## src/rtl/div_pkg.sv

```systemverilog
// div_pkg: shared state encoding and default width for the sequential divider
package div_pkg;
  localparam int DIV_N = 8;
  typedef enum logic [1:0] {IDLE, CALC, DONE} state_t;
endpackage

```

## src/rtl/add_sub_n.sv

```systemverilog
// add_sub_n: N-bit adder/subtractor; sel=1 gives a-b with c=1 meaning no borrow
// ports: a, b operands; sel 0=add 1=subtract; s result; c carry out (inverted borrow when subtracting)
module add_sub_n #(
  parameter int N = 8
) (
  input  logic [N-1:0] a,
  input  logic [N-1:0] b,
  input  logic         sel,
  output logic [N-1:0] s,
  output logic         c
);
  assign {c, s} = {1'b0, a} + {1'b0, sel ? ~b : b} + {{N{1'b0}}, sel};
endmodule

```

## src/rtl/div_seq_n.sv

```systemverilog
// div_seq_n: restoring unsigned divider, one quotient bit per clock, start/done handshake
// ports: clk, rst (async, active high); start, dividend_in, divisor_in request;
//        quot_o, rem_o registered result; busy_o iterating; done_o one-cycle result pulse;
//        dz_o divide-by-zero flag with done_o (only when DIV_DZ_FAST_EN is defined, else 0)
import div_pkg::*;
module div_seq_n #(
  parameter int N = DIV_N
) (
  input  logic         clk,
  input  logic         rst,
  input  logic         start,
  input  logic [N-1:0] dividend_in,
  input  logic [N-1:0] divisor_in,
  output logic [N-1:0] quot_o,
  output logic [N-1:0] rem_o,
  output logic         busy_o,
  output logic         done_o,
  output logic         dz_o
);
  localparam int CW = $clog2(N);
  state_t state, state_n;
  logic [N-1:0] rem, quot, dvs, rem_nx, quot_nx;
  logic [N:0] sh, diff;
  logic [CW-1:0] cnt;
  logic co, qbit, go, dz_fast;
  // the partial remainder stays below the divisor between iterations, so its top bit is
  // always zero and only the low N bits need storing; it reappears in the shifted value
  assign sh = {rem, quot[N-1]};
  add_sub_n #(.N(N + 1)) u_sub (
    .a  (sh),
    .b  ({1'b0, dvs}),
    .sel(1'b1),
    .s  (diff),
    .c  (co)
  );
  assign qbit = co & ~diff[N];
  assign rem_nx = qbit ? diff[N-1:0] : sh[N-1:0];
  assign quot_nx = {quot[N-2:0], qbit};
  assign go = start & (state != CALC);
`ifdef DIV_DZ_FAST_EN
  logic dz;
  assign dz_fast = divisor_in == '0;
  assign dz_o = dz & (state == DONE);
`else
  assign dz_fast = 1'b0;
  assign dz_o = 1'b0;
`endif
  assign busy_o = state == CALC;
  assign done_o = state == DONE;
  always_comb begin
    state_n = state;
    if (state == CALC) state_n = cnt == '0 ? DONE : CALC;
    else if (go) state_n = dz_fast ? DONE : CALC;
    else if (state == DONE) state_n = IDLE;
  end
  always_ff @(posedge clk or posedge rst) begin
    if (rst) begin
      state  <= IDLE;
      rem    <= '0;
      quot   <= '0;
      dvs    <= '0;
      cnt    <= '0;
      quot_o <= '0;
      rem_o  <= '0;
    end else begin
      state <= state_n;
      if (go) begin
        dvs  <= divisor_in;
        quot <= dividend_in;
        rem  <= '0;
        cnt  <= CW'(N - 1);
        if (dz_fast) begin
          quot_o <= '1;
          rem_o  <= dividend_in;
        end
      end else if (state == CALC) begin
        rem  <= rem_nx;
        quot <= quot_nx;
        cnt  <= cnt - 1'b1;
        if (cnt == '0) begin
          quot_o <= quot_nx;
          rem_o  <= rem_nx;
        end
      end
    end
  end
`ifdef DIV_DZ_FAST_EN
  always_ff @(posedge clk or posedge rst) begin
    if (rst) dz <= 1'b0;
    else if (go) dz <= dz_fast;
  end
`endif
endmodule

```

## config.mk

```make
export PLATFORM = sky130hd
export DESIGN_NAME = div_seq_n
export DESIGN_NICKNAME = d
export VERILOG_FILES = /design/src/rtl/div_pkg.sv /design/src/rtl/add_sub_n.sv /design/src/rtl/div_seq_n.sv
export SDC_FILE = /design/constraint.sdc
export NUM_CORES = 1
export LEC_CHECK = 0
export CAP_MARGIN = 20
export CORE_MARGIN = 5
export CORE_UTILIZATION = 54
export DETAILED_ROUTE_END_ITERATION = 16
export PLACE_DENSITY_LB_ADDON = 0.15
export SLEW_MARGIN = 0
export SYNTH_ARGS = -nofsm -noshare
export SYNTH_HDL_FRONTEND = slang
export SYNTH_SLANG_ARGS = --single-unit
```

## constraint.sdc

```tcl
create_clock -name clk -period 2.8 [get_ports clk]
set_input_delay 0.42 -clock clk [delete_from_list [all_inputs] [get_ports clk]]
set_output_delay 0.42 -clock clk [all_outputs]
set_load 0.01 [all_outputs]
```

Word-level counts from Yosys, hierarchy flattened. Cells that the tools add are included.

Bitwise gates (word level): 5. Reductions and logical operators: 4. Muxes and demuxes: 11. Eq/ne operators: 3. Add/sub/neg operators: 3.

Operators by type and width (number): $mux W8 (5); $add A10 B1 Y10 const B (1); $add A9 B9 Y10 (1); $not A8 Y9 (1); $mux W2 (4); $mux W3 (2); $logic_not A3 Y1 (1); $reduce_and A3 Y1 (1); $reduce_bool A3 Y1 (1); $sub A3 B1 Y3 const B (1); $and A1 B1 Y1 (2); $eq A2 B1 Y1 const B (1); $eq A2 B2 Y1 const B (1); $ne A2 B1 Y1 const B (1); $not A1 Y1 (2); $reduce_bool A2 Y1 (1).

Output and inout bits: 19. Register bits after elaboration: 45.

Longest topological paths before layout. Gate-level depths: netlist (run 1).

Depth in word-level cells: 8. Depth in mapped cells: 9.

Hierarchy. Synthesis (run 1) repeated with hierarchy kept, for this count alone.

Cell total of the unflattened synthesis: 233. Area total of the unflattened synthesis: 2518.7 µm².

By module, submodules not included: div_seq_n (sequential area each 1126.1 µm², cells an instance 170, instances 1, area each 2024.4 µm²); add_sub_n (sequential area each 0.0 µm², cells an instance 63, instances 1, area each 494.2 µm²).

Least setup slack after synthesis (run 1). OpenSTA, ideal clock, no wires.

Kind: reg-to-reg. Start point: register quot[7]. End point: register rem[4]. Slack: 0.281 ns. Path buffers: 0. Period minus slack after synthesis: 2.519 ns. Arrival time: 2.439 ns. Stages on the path, launching flop included: 9. Setup time: 0.080 ns. Cell sequence: dfrtp_1 inv_1 ha_1 fa_1 nand2b_1 a211o_1 a211o_1 or4_4 o211ai_2.

Cells in the longest elaborated chain, start to end: 7.

Ends and longest elaborated chain: from (decl) (RTL line div_seq_n.sv:22) `logic [N-1:0] rem, quot, dvs, rem_nx, quot_nx;`; from (signal assigned) (RTL line div_seq_n.sv:69) `quot <= dividend_in;`; from (signal assigned) (RTL line div_seq_n.sv:78) `quot <= quot_nx;`; $add A9 B9 Y10 (*) (RTL line add_sub_n.sv:12) `assign {c, s} = {1'b0, a} + {1'b0, sel ? ~b : b} + {{N{1'b0}}, sel};`; $add A10 B1 Y10 (*) (RTL line add_sub_n.sv:12); $not A1 Y1 (RTL line div_seq_n.sv:36) `assign qbit = co & ~diff[N];`; $and A1 B1 Y1 (RTL line div_seq_n.sv:36); $mux W8 (*) (RTL line div_seq_n.sv:37) `assign rem_nx = qbit ? diff[N-1:0] : sh[N-1:0];`; $mux W8 (*) (RTL line div_seq_n.sv:76) `end else if (state == CALC) begin`; $mux W8 (*) (RTL line div_seq_n.sv:67) `if (go) begin`; to (signal assigned) (RTL line div_seq_n.sv:77) `rem <= rem_nx;`; to (decl) (RTL line div_seq_n.sv:22).

Mark *: on every way between the ends. The rest lies on a longest branch, timed or not. The select of a mux whose other input is x is not followed. A chain may end at the register's enable or synchronous reset.

Worst setup path in the final report (run 1).
Start point: register quot[7]. End point: register rem_o[1].

Cells in the longest elaborated chain, start to end: 5.

Ends and longest elaborated chain: $add A9 B9 Y10 (*) (RTL line add_sub_n.sv:12); $add A10 B1 Y10 (*) (RTL line add_sub_n.sv:12); $not A1 Y1 (RTL line div_seq_n.sv:36); $and A1 B1 Y1 (RTL line div_seq_n.sv:36); $mux W8 (*) (RTL line div_seq_n.sv:37); to (signal assigned) (RTL line div_seq_n.sv:74) `rem_o <= dividend_in;`; to (signal assigned) (RTL line div_seq_n.sv:82) `rem_o <= rem_nx;`; to (decl) (RTL line div_seq_n.sv:15) `output logic [N-1:0] rem_o,`.

Mark *: on every way between the ends. The rest lies on a longest branch, timed or not.

==> results of run 1 <==
==> metrics by stage <==
step / setup WS, ps / utilization [%] / power (uW) / hold WS, ps / instance area (sq um)
6_report: 143 / 69.7 / 4140 / 387 / 3100
3_3_place_gp: -193 / 66.3 / 3540 / 460 / 2950
5_1_grt: 23.3 / 69.7 / 4510 / 415 / 3100
3_5_place_dp: 52.4 / 66.4 / 3600 / 464 / 2950
2_1_floorplan: 281 / - / 2870 / 445 / 2520
4_1_cts: 62.0 / 68.9 / 4110 / 485 / 3060
==> critical path, delay by kind of cell, from the launching register on <==
| kind | cells | cell delay (ps) |
|---|---|---|
| AOI/OAI and AO/OA | 3 | 950 |
| adders and majority gates | 2 | 610 |
| and+or+nand+nor | 2 | 400 |
| DFF | 1 | 350 |
| buffers and inverters | 2 | 250 |
==> layer usage <==
metal	wire length (microns)	GRT usage [%]	part of all wire, %
met5	0	0	0
met4	68	7.34	1.2
met3	357	3.32	6.3
met2	2640	31.6	46
met1	2630	27.1	46
==> cell families after synthesis <==
group	count (synthesis)
other	1
DFF	45
adders and majority gates	14
AOI/OAI and AO/OA	80
muxes	9
buffers and inverters	35
xor gates and xnor gates	3
and+or+nand+nor	94
==> state kept, by name (all words and copies together), names as in the netlist <==
| name | flops |
|---|---|
| cnt | 3 |
| rem | 8 |
| quot_o | 8 |
| state | 2 |
| rem_o | 8 |
| quot | 8 |
| dvs | 8 |
==> cell type report <==
| cell class | count | share of cell area (%) |
|---|---|---|
| repair buffers | 47 | 14.9 |
| multi-input cells | 201 | 40.9 |
| well taps | 52 | 2.10 |
| clock inverters | 2 | 1.25 |
| clock buffers | 6 | 2.34 |
| flip-flops and latches | 45 | 36.3 |
| inverters | 18 | 2.18 |
==> report_power, final <==
group          internal, uW  switching, uW
Clock                   268            221
Sequential              942            204
Combinational          1050           1450
Total                  2260           1870
==> cells in the mapped netlist, drive strengths merged <==
library cell  number  share of area (%)
o211ai             8                2.6
a211o              3                1.0
a31oi              7                2.0
mux2i              8                3.2
o32a               1               0.40
mux2               1               0.45
o21a               1               0.30
a32oi              7                2.4
nor2              14                2.1
or2                1               0.25
ha                13                6.4
o31ai              3               0.89
nand2b             2               0.50
inv               18                2.7
clkbuf            10                1.5
nor2b              1               0.25
dfrtp             45                 45
o21ai             25                5.0
fa                 1               0.79
a21o               1               0.30
nor3b              1               0.30
or3                3               0.74
a2bb2oi            1               0.35
nand3b             1               0.30
o22ai              3               0.74
xnor2              2               0.69
nor3               4               0.79
a21oi             13                2.6
a211oi             4                1.2
nand3             15                3.2
nand2             46                6.8
and3               1               0.25
buf                7                1.5
a2111oi            2               0.69
xor2               1               0.35
or4                2               0.74
o311ai             1               0.35
nand4              3               0.74
conb               1               0.15
==> path summary, 6_finish.rpt <==
path	endpoint	slack, ps	depth (start not counted)
max in group asynchronous	rem[7]	1710	4
min reg2reg	quot_o[5]	480	2
max	rem_o[1]	140	9
max reg2reg	rem_o[1]	140	9
min in group clk	quot_o[5]	480	2
min	quot_o[7]	390	2
==> layout by cell type (no fill, tap or decap), types with 5 or more instances in the layout <==
cell,count
dfrtp_1,45
inv_1,17
nor2_1,14
clkdlybuf4s50_1,36
nand2_1,46
nand3_1,14
mux2i_1,8
buf_4,9
a31oi_1,6
clkbuf_8,5
a21oi_1,13
o21ai_0,24
ha_1,13
a32oi_1,7
o211ai_1,7
==> run_results.csv, run 1 <==
group,metric,value,unit
timing,fmax,0.376,GHz
detailed_routing,vias,2141,
logic_synthesis,synthCells,281,
worst_setup_path,required,3010,ps
worst_setup_path,path_cells,"inv_1 -> ha_1 -> fa_1 -> nand2b_1 -> a2111oi_1 -> a211oi_2 -> buf_2 -> and3_1 -> o31ai_1",
logic_synthesis,ys_ff_latch,45,
floorplanning,fp.dieH,78.4,microns
layout,synthToLayoutAreaGrowth,22.7,%
pwr,p_per_area,1330,mW/mm^2
logic_synthesis,yosysUniqueCellTypes,46,
detailed_routing,drtPass1Iterations,4,
cts,clock_sinks,45,
grt,grt_pass1_vias,2062,
logic_synthesis,synth_adder_area_share,7.23,%
cts,clk_path_buf_depth,2,
placement,gp_congestion,0.978,
logic_synthesis,ys_seq_area_share,44.6,%
worst_setup_path,crit_path_end_kind,"register",
layout,layout-drive-gt1-share,8.15,%
cts,cts.htree.levels,2,
logic_synthesis,ys_warn_count,0,
grt,grt_overflow_total,0,
cts,post_cts_buffers,0,
pwr,vdd_drop_max,0.000622,V
layout,nets,351,
cts,tritoncts,"yes",
grt,grt_pass1_wl,9690,microns
detailed_routing,drc_errors,0,
status,status,"completed",
layout,final_cells,371,
pwr,power.static_leakage,0.00137,uW
cts,hold_buffers,0,
floorplanning,start_util,56.8,%
cts,clk_pin_slew,90,ps
detailed_routing,drt-initial-drc-count,185,
cts,insertion_delay,300,ps
timing,finalCriticalPeriod,2660,ps
flow_run,drv_cap,0,
layout,fillCellCount,350,
layout,multi_input_area,0.00127,sq mm
worst_setup_path,cp_max_fo,6,
placement,port_buffers,36,
worst_setup_path,slowest_stage,"a2111oi_1",
detailed_routing,ant_nets,0,
placement,hpwl,4180,microns
layout,diodes,0,
timing,finalSetupViolations,0,
cts,root_buffer,"clkbuf_8",
timing,clock-skew-final,6.69,ps
logic_synthesis,synth_top_family_by_area,"compound AO/OA/AOI/OAI gates",
detailed_routing,vias_per_cell,5.77,
detailed_routing,wl,5690,microns
logic_synthesis,syn_nets,314,
grt,grt.total_usage,19.7,%
logic_synthesis,synthMuxAreaShare,3.62,%
logic_synthesis,syn_area_per_cell,8.99,sq um
floorplanning,core,0.00444,sq mm
floorplanning,ioPinCount,38,
logic_synthesis,synth-simple-area-share,16.9,%
grt,grt_max_degree,28,
min_path,hold_path_class,"in2async",
cts,cts_buffers,5,
worst_setup_path,r2r-start,"quot[7]",
timing,post-route-period-util,94.9,%
placement,placedCellCount,362,
detailed_routing,wl_per_cell,15.3,microns
worst_setup_path,crit_path_start_kind,"register",
floorplanning,dieArea,0.00614,sq mm
logic_synthesis,synth-compound-area-share,20.8,%
worst_setup_path,crit_type,"reg2reg",
cts,ctsResizeCount,0,
worst_setup_path,slowest_delay,570,ps
timing,rsz0062_at_grt,"false",
worst_setup_path,crit_start,"quot[7]",
layout,layout.area.seq,0.00113,sq mm
timing,hold_viol,0,
logic_synthesis,synthXorXnorAreaFrac,1.04,%
timing,worst_pin_slew,623,ps
worst_setup_path,worst_ep_arrival_time,2860,ps
timing,maxSlewViolCount,0,
timing,setup_tns,0,ps
floorplanning,fp.dieW,78.4,microns
timing,slew_headroom,58.3,%
floorplanning,rows,24,
logic_synthesis,netlist_area,0.00252,sq mm
grt,grt_antenna_before_repair,0,
Note: power is estimated with default switching activity, not from simulation.
==> run 2, diff against run 1 <==
--- a/config.mk
+++ b/config.mk
@@ -9,6 +9,7 @@
 export CORE_MARGIN = 5
 export CORE_UTILIZATION = 54
 export DETAILED_ROUTE_END_ITERATION = 16
+export MAX_ROUTING_LAYER = met4
 export PLACE_DENSITY_LB_ADDON = 0.15
 export SLEW_MARGIN = 0
 export SYNTH_ARGS = -nofsm -noshare
==> run 2 against run 1 <==
Utilization is the same. Clock power about the same. Worst setup slack worse by 8.8 ps.
==> run_results.csv, run 2 (synthesis results as in run 1) <==
group,metric,value,unit
status,status,"completed",
layout,layout_commonest_cell,"nand2_1",
timing,hold_viol,0,
floorplanning,core,0.00444,sq mm
cts,hold_buffers,0,
detailed_routing,wl,5670,microns
worst_setup_path,crit_type,"reg2reg",
detailed_routing,vias_per_cell,5.85,
placement,post-place-ws,52.4,ps
pwr,power.share.clock,11.8,%
pwr,swShare,45.3,%
grt,grt_max_degree,28,
pwr,power.internal,2260,uW
pwr,power.static_leakage,0.00137,uW
worst_setup_path,cp_max_fo,6,
placement,gp_congestion,0.996,
cts,insertion_delay,300,ps
timing,finalSetupViolations,0,
worst_setup_path,r2r_cells,9,
pwr,p_per_area,1330,mW/mm^2
cts,root_buffer,"clkbuf_8",
flow_run,drv_cap,0,
worst_setup_path,critical_path_depth,9,
detailed_routing,drtPass1Iterations,4,
timing,maxSlewViolCount,0,
timing,setup_slack,134,ps
cts,clk_path_buf_depth,2,
layout,diodes,0,
timing,rsz0062_at_grt,"false",
worst_setup_path,crit_buf_inv,2,
layout,fin_util,69.7,%
cts,cts.htree.levels,2,
min_path,hold_path_class,"in2async",
layout,layout-drive-gt1-share,8.15,%
floorplanning,fp.dieW,78.4,microns
grt,grt_pass1_vias,2066,
floorplanning,rows,24,
worst_setup_path,crit_path_start_kind,"register",
floorplanning,start_util,56.8,%
worst_setup_path,required,3010,ps
pwr,p_seq_share,27.7,%
cts,clock_sinks,45,
cts,post_cts_buffers,0,
layout,fillCellCount,350,
floorplanning,dieArea,0.00614,sq mm
worst_setup_path,slowest_delay,570,ps
cts,clk_pin_slew,90,ps
layout,nets,351,
cts,cts_buffers,5,
grt,grt_pass1_wl,9660,microns
timing,worst_pin_slew,639,ps
worst_setup_path,crit_family,"compound AO/OA/AOI/OAI gates",
layout,synthToLayoutAreaGrowth,22.7,%
detailed_routing,wl_per_cell,15.3,microns
cts,tritoncts,"yes",
pwr,vdd_drop_max,0.000623,V
grt,grt.total_usage,20.3,%
floorplanning,ioPinCount,38,
worst_setup_path,crit_path_end_kind,"register",
timing,slew_headroom,57.2,%
timing,fmax,0.375,GHz
pwr,p_switching,1870,uW
floorplanning,fp.dieH,78.4,microns
timing,clock-skew-final,5.95,ps
worst_setup_path,worst_ep_arrival_time,2870,ps
detailed_routing,vias,2170,
placement,port_buffers,36,
detailed_routing,drt-initial-drc-count,180,
worst_setup_path,path_cells,"inv_1 -> ha_1 -> fa_1 -> nand2b_1 -> a2111oi_1 -> a211oi_2 -> buf_2 -> and3_1 -> o31ai_1",
detailed_routing,ant_nets,0,
grt,grt_overflow_total,0,
timing,finalCriticalPeriod,2670,ps
detailed_routing,drc_errors,0,
worst_setup_path,slowest_stage,"a2111oi_1",
pwr,combPwrFrac,60.5,%
timing,post-route-period-util,95.2,%
grt,grt_antenna_before_repair,0,
layout,final_cell_mix,"nand2_1 (46), dfrtp_1 (45), clkdlybuf4s50_1 (36)",
placement,hpwl,4180,microns
pwr,finalPower,4140,uW
## run 2: power groups by stage
| stage | Sequential, uW | Combinational, uW | Clock [uW] |
|---|---|---|---|
| after global routing | 1190 | 2790 | 528 |
| after CTS | 1150 | 2460 | 500 |
| after detailed placement | 1160 | 2440 | 0 |
| after global placement | 1150 | 2390 | 0 |
| after floorplan | 1150 | 1710 | 0 |
| final | 1150 | 2500 | 489 |
## run 2: through the flow
step | TNS, ps | instance area [sq um] | std cells | hold WS [ps]
floorplan | 0 | 2520 | 281 | 445
CTS | 0 | 3060 | 370 | 485
global route | 0 | 3100 | 371 | 400
global placement | -1350 | 2950 | 361 | 460
finish | 0 | 3100 | 371 | 378
detailed placement | 0 | 2950 | 362 | 464
## run 2: timing repair
| action | CTS | global route |
|---|---|---|
| setup endpoints to repair | 0 | 11 |
| resized for setup | 0 | 3 |
| endpoints found under the hold margin | 0 | 0 |
## run 2: cell type report
cell class | count | area [sq um] | area share, %
Sequential cell | 45 | 1130 | 36.3
Inverter | 18 | 67.6 | 2.18
Timing Repair Buffer | 47 | 460 | 14.9
Multi-Input combinational cell | 201 | 1270 | 40.9
Clock inverter | 2 | 38.8 | 1.25
Tap cell | 52 | 65.1 | 2.10
Clock buffer | 6 | 72.6 | 2.34
## run 2: worst paths after layout
kind / startpoint / to / slack [ps]
max: quot[7] / rem_o[1] / 130
min: rst / quot_o[7] / 380
max reg2reg: quot[7] / rem_o[1] / 130
min reg2reg: quot_o[5] / quot_o[5] / 480
max in group asynchronous: rst / rem[5] / 1720
min in group clk: quot_o[5] / quot_o[5] / 480
## run 2: routing by layer
metal | global-route usage [%] | routed length [microns] | part of all wire, % | up-vias
met5 | - | 0 | 0 | -
met2 | 31.7 | 2610 | 46 | 79
met4 | 7.34 | 103 | 1.8 | 0
li1 | - | - | - | 1074
met3 | 3.09 | 336 | 5.9 | 9
met1 | 27.1 | 2630 | 46 | 1008
